[config.mk]
export PLATFORM = sky130hd
export DESIGN_NAME = fifo_write_arbiter_non2n
export DESIGN_NICKNAME = d
export VERILOG_FILES = /design/src/rtl/fifo_arb_pkg.sv /design/src/rtl/fifo_occupancy_ctr.sv /design/src/rtl/fifo_write_arbiter_non2n.sv
export SDC_FILE = /design/constraint.sdc
export NUM_CORES = 1
export LEC_CHECK = 0
export ABC_AREA = 1
export CORE_ASPECT_RATIO = 0.9
export CORE_UTILIZATION = 25
export CTS_CLUSTER_SIZE = 8
export DETAILED_ROUTE_END_ITERATION = 8
export SLEW_MARGIN = 10
export SYNTH_ARGS = -nofsm -noshare
export SYNTH_HDL_FRONTEND = slang
export SYNTH_SLANG_ARGS = --single-unit
[constraint.sdc]
create_clock -name wclk -period 3.89 [get_ports wclk]
set_clock_uncertainty 0.2 [all_clocks]
set_input_delay 0.778 -clock wclk [delete_from_list [all_inputs] [get_ports wclk]]
set_output_delay 0.778 -clock wclk [all_outputs]
set_load 0.01 [all_outputs]
[src/rtl/fifo_arb_pkg.sv]
// Shared types and helpers for the round-robin FIFO write arbiter.
// Holds the FSM state type, default width constants and the round-robin pick function.
package fifo_arb_pkg;

  typedef enum logic {IDLE, BURST} arb_state_t;

  localparam int MAX_REQ       = 8;
  localparam int DEF_NUM_REQ   = 4;
  localparam int DEF_MAX_BURST = 8;
  localparam int BURST_W       = $clog2(DEF_MAX_BURST + 1);
  localparam int OWNER_W       = $clog2(DEF_NUM_REQ);

  // Search starts just after last_owner and wraps; the nearest requester wins.
  function automatic int rr_pick(input logic [MAX_REQ-1:0] req,
                                 input int num_req,
                                 input int last_owner);
    int idx;
    int pick;
    pick = last_owner;
    for (int i = MAX_REQ; i >= 1; i--) begin
      if (i <= num_req) begin
        idx = (last_owner + i) % num_req;
        if (req[idx]) pick = idx;
      end
    end
    return pick;
  endfunction

endpackage

[src/rtl/fifo_occupancy_ctr.sv]
// Occupancy counter for the shared FIFO; full/empty decode straight from the count
// so the flags can never lag it.
module fifo_occupancy_ctr #(
  parameter int FIFO_DEPTH = 520,
  parameter int PTR_WIDTH  = 10
) (
  input  logic                 wclk,
  input  logic                 wrst,
  input  logic                 accept,
  input  logic                 pop,
  output logic [PTR_WIDTH-1:0] count,
  output logic                 full,
  output logic                 empty
);

  localparam logic [PTR_WIDTH-1:0] DEPTH = PTR_WIDTH'(FIFO_DEPTH);

  logic [PTR_WIDTH-1:0] count_reg;

  // Callers gate accept with !full and pop with !empty, so no saturation is needed here.
  always_ff @(posedge wclk) begin
    if (wrst) begin
      count_reg <= '0;
    end else if (accept && !pop) begin
      count_reg <= count_reg + 1'b1;
    end else if (pop && !accept) begin
      count_reg <= count_reg - 1'b1;
    end
  end

  assign count = count_reg;
  assign full  = (count_reg == DEPTH);
  assign empty = (count_reg == '0);

endmodule

[src/rtl/fifo_write_arbiter_non2n.sv]
// Round-robin, burst-bounded write arbiter in front of a non-power-of-2 FIFO.
// Optional macro FIFO_ARB_WATERMARK_EN adds almost_full and throttles new grants on it.
module fifo_write_arbiter_non2n
  import fifo_arb_pkg::*;
#(
  parameter int NUM_REQ    = 4,
  parameter int DATA_WIDTH = 8,
  parameter int FIFO_DEPTH = 520,
  parameter int PTR_WIDTH  = 10,
  parameter int MAX_BURST  = 8
`ifdef FIFO_ARB_WATERMARK_EN
  ,
  parameter int WATERMARK  = 16
`endif
) (
  input  logic                          wclk,
  input  logic                          wrst,
  input  logic [NUM_REQ-1:0]            req,
  input  logic [NUM_REQ*DATA_WIDTH-1:0] req_data,
  output logic [NUM_REQ-1:0]            gnt,
  output logic                          fifo_w_en,
  output logic [DATA_WIDTH-1:0]         fifo_wdata,
  input  logic                          r_en,
  output logic [PTR_WIDTH-1:0]          count,
  output logic                          full,
  output logic                          empty,
`ifdef FIFO_ARB_WATERMARK_EN
  output logic                          almost_full,
`endif
  output logic                          busy
);

  localparam int OW = $clog2(NUM_REQ);
  localparam int BW = $clog2(MAX_BURST + 1);
  localparam logic [BW-1:0] LAST_BEAT = BW'(MAX_BURST - 1);

  arb_state_t             state_reg;
  logic [OW-1:0]          owner_reg;
  logic [BW-1:0]          burst_cnt_reg;
  logic [NUM_REQ-1:0]     gnt_reg;
  logic                   w_en_reg;
  logic [DATA_WIDTH-1:0]  wdata_reg;

  logic [DATA_WIDTH-1:0]  beat [NUM_REQ];
  logic [MAX_REQ-1:0]     req_ext;
  logic [OW-1:0]          winner;
  logic                   accept;
  logic                   pop;
  logic                   grant_ok;
  logic                   owner_req;

  generate
    for (genvar gi = 0; gi < NUM_REQ; gi++) begin : g_beat
      assign beat[gi] = req_data[gi*DATA_WIDTH +: DATA_WIDTH];
    end
  endgenerate

  always_comb begin
    req_ext = '0;
    req_ext[NUM_REQ-1:0] = req;
  end

  assign winner    = OW'(rr_pick(req_ext, NUM_REQ, int'(owner_reg)));
  assign owner_req = req[owner_reg];
  assign accept    = (|(gnt_reg & req)) && !full;
  assign pop       = r_en && !empty;

`ifdef FIFO_ARB_WATERMARK_EN
  localparam logic [PTR_WIDTH-1:0] AF_LEVEL = PTR_WIDTH'(FIFO_DEPTH - WATERMARK);
  assign almost_full = (count >= AF_LEVEL);
  assign grant_ok    = (|req) && !full && !almost_full;
`else
  assign grant_ok    = (|req) && !full;
`endif

  fifo_occupancy_ctr #(
    .FIFO_DEPTH (FIFO_DEPTH),
    .PTR_WIDTH  (PTR_WIDTH)
  ) u_occ (
    .wclk   (wclk),
    .wrst   (wrst),
    .accept (accept),
    .pop    (pop),
    .count  (count),
    .full   (full),
    .empty  (empty)
  );

  // A stalled burst (full, owner still requesting) keeps its grant until space frees up.
  always_ff @(posedge wclk) begin
    if (wrst) begin
      state_reg     <= IDLE;
      owner_reg     <= OW'(NUM_REQ - 1);
      burst_cnt_reg <= '0;
      gnt_reg       <= '0;
      w_en_reg      <= 1'b0;
      wdata_reg     <= '0;
    end else begin
      w_en_reg <= accept;
      if (accept) wdata_reg <= beat[owner_reg];
      case (state_reg)
        IDLE: begin
          if (grant_ok) begin
            gnt_reg       <= NUM_REQ'(1) << winner;
            owner_reg     <= winner;
            burst_cnt_reg <= '0;
            state_reg     <= BURST;
          end
        end
        BURST: begin
          if (!owner_req) begin
            gnt_reg   <= '0;
            state_reg <= IDLE;
          end else if (accept) begin
            burst_cnt_reg <= burst_cnt_reg + 1'b1;
            if (burst_cnt_reg == LAST_BEAT) begin
              gnt_reg   <= '0;
              state_reg <= IDLE;
            end
          end
        end
        default: state_reg <= IDLE;
      endcase
    end
  end

  assign gnt        = gnt_reg;
  assign fifo_w_en  = w_en_reg;
  assign fifo_wdata = wdata_reg;
  assign busy       = (state_reg == BURST);

endmodule

==> flow_metrics.tcl <==
set metrics [dict create \
    status "finished clean" \
    dpl.cell_count 459 \
    synth_area_leaders "dfxtp_1 30%, nand2_1 14%, a21oi_1 7.7%, nand3_1 6.9%, ha_1 6.2%" \
    cts_tree "built" \
    post_cts_buffers 0 \
    dr.pass1.iters 4 \
    fin_crit_sh_pct 85.5 \
    diodes 0 \
    crit_required_ps 3860 \
    slowest_stage "clkdlybuf4s50_1" \
    layout.nets 420 \
    synth_edf_count 0 \
    dieArea_um2 8430 \
    grt-ovfl-total 0 \
    drtAntennaViolNets 0 \
    fp-row-count 30 \
    finalWirelength_um 5750 \
    grt_max_degree 29 \
    grt_usage_pct 14.2 \
    grt_pass1_wl_um 9740 \
    wire_per_inst_um 12.3 \
    synthArstFlopShare_pct 0 \
    yosys_warnings 0 \
    crit_arrival_ps 3300 \
    relSlewSlack_pct 37.7 \
    fillCellCount 822 \
    p_leak_nw 1.27 \
    io_buffers 64 \
    max_freq_mhz 301 \
    finalPower_mw 1.99 \
    stdcell_count 467 \
    path_cells "clkdlybuf4s50_1, nand2_1, nand4_1, nand2_1, inv_2, ha_1, inv_1, ha_1, a21oi_1, nand2_1, a21oi_1, or2_2, nand3_1, o211ai_1, inv_1" \
    clk_pin_slew_ps 70 \
    dr.first_iter.drc_count 68 \
    largest_register_ff_count 10 \
    netlist_area_um2 2020 \
    antenna_found_initial 0 \
    start_util_pct 26.2 \
    synth_area_leader_cell "dfxtp_1" \
    clkLatencyLatePin_ps 280 \
    gp_congestion 0.826 \
    fin_crit_ps 3330 \
    yosys_register_bits 30 \
    p_per_area_nw_per_um2 703 \
    worstPathMaxFanout 8 \
    grt_pass1_vias 2107 \
    seq_area_um2 601 \
    cts_buffer_depth 2 \
    drive_gt1_share_pct 7.01 \
    drc 0 \
    cts_buffers 5 \
    endpoint_kind "flip-flop" \
    ir_drop_uv 194 \
    cts_resized 0 \
    synth-seq-area-share_pct 29.8 \
    synth.avg_cell_area_um2 6.53 \
    cp-start-kind "input port" \
    final_util_pct 36.8 \
    area_growth_pct 40.3 \
    yosys.area.top_type_share_pct 29.8 \
    rsz0062_at_grt "no" \
    synth_flop_cell "dfxtp_1" \
    hpwl_um 4350 \
    cts-hold-fix-buffers 0 \
    maxCapViolations 0 \
    viasPerCell 4.67 \
    finalSetupViolations 0 \
    die_width_um 96.7 \
    io_pins 65 \
    worstMarginPinSlew_ps 933 \
    multiInputGateArea_um2 1220 \
    core_area_um2 7690 \
    cts_sinks 30 \
    synthesis.nets 359 \
    dieHeight_um 87.2 \
    cts-root-buf "clkbuf_8" \
    slowest_delay_ps 450 \
    h-tree-depth 2 \
    critical_path_class "input port to flip-flop" \
    syn_inst 309 \
    hold_class "flip-flop to flip-flop" \
    slew_violations 0 \
    report.final.hold_viol_count 0 \
    path_common_cell "nand2_1" \
    ys_types 30 \
    vias 2183 \
    fin_tns_setup_ps 0 \
]
stage by stage:
step | worst slack, ps | area, um^2 | hold slack (ps)
2_1_floorplan | 878 | 2020 | 256
3_3_place_gp | 400 | 2740 | 274
3_5_place_dp | 295 | 2740 | 281
4_1_cts | 577 | 2830 | 294
5_1_grt | 259 | 2830 | 317
6_report | 564 | 2830 | 290
placed cells by master (no fill, tap or decap), types with 2 or more instances in the layout:
| master | instances |
|---|---|
| o211ai_1 | 3 |
| a21oi_1 | 31 |
| o21ai_0 | 19 |
| buf_4 | 3 |
| nand2_2 | 4 |
| nand3_1 | 28 |
| nand2_1 | 76 |
| inv_1 | 30 |
| nand4_1 | 8 |
| xor2_1 | 5 |
| clkbuf_8 | 6 |
| clkdlybuf4s50_1 | 64 |
| inv_2 | 7 |
| ha_1 | 10 |
| dfxtp_1 | 30 |
| nor2_1 | 15 |
| or2_2 | 2 |
| xnor2_1 | 2 |
| a31oi_1 | 16 |
cells by family after synthesis:
kind of cell	count (synthesis)	synth area share, %
AND/OR/NAND/NOR	139	30.6
AO/OA/AOI/OAI	72	19.5
buffers and inverters	50	9.93
flip-flops	30	29.8
adder cells (fa/ha/maj)	11	7.20
XOR/XNOR	7	3.04
critical path, delay by kind of cell:
kind	cells	cell delay, ps
and+or+nand+nor	6	630
AOI/OAI and AO/OA	3	470
adders and majority gates	2	600
buffers and inverters	4	810
per-layer routing:
| layer | vias up | GRT usage (%) | part of all wire (%) |
|---|---|---|---|
| li1 | 1160 | - | - |
| met1 | 974 | 18.4 | 51 |
| met2 | 41 | 24.0 | 44 |
| met3 | 8 | 2.89 | 3.5 |
| met4 | 0 | 4.07 | 1.2 |
| met5 | - | 0 | 0 |
power breakdown:
group / switching [mW] / internal [mW] / leakage, nW / total, mW
combinational: 0.681 / 0.537 / 0.975 / 1.22
sequential: 0.107 / 0.404 / 0.247 / 0.512
clock: 0.118 / 0.143 / 0.0482 / 0.260
cell usage after synthesis, drive strengths merged (2+ instances only):
master	number
a21oi	31
a31oi	16
buf	7
clkbuf	6
dfxtp	30
ha	10
inv	37
nand2	80
nand3	28
nand4	9
nor2	16
o211ai	3
o21ai	20
or2	3
xnor2	2
xor2	5
layout make-up:
| cell class | count | area share [%] |
|---|---|---|
| well taps | 96 | 4.24 |
| clock buffers | 7 | 3.05 |
| clock inverters | 1 | 0.177 |
| repair buffers | 67 | 23.4 |
| flip-flops and latches | 30 | 21.2 |
| inverters | 37 | 4.91 |
| multi-input cells | 229 | 43.0 |
worst paths after layout:
path / start / to / slack [ps] / cells past startpoint
worst max-delay path: req[2] / u_occ.count[5] / 560 / 15
worst min register to register: burst_cnt_reg[1] / burst_cnt_reg[1] / 290 / 2
worst min-delay path: burst_cnt_reg[1] / burst_cnt_reg[1] / 290 / 2
worst max register to register: u_occ.count[1] / u_occ.count[6] / 890 / 14
No activity file was read; power rests on OpenSTA's default activity.
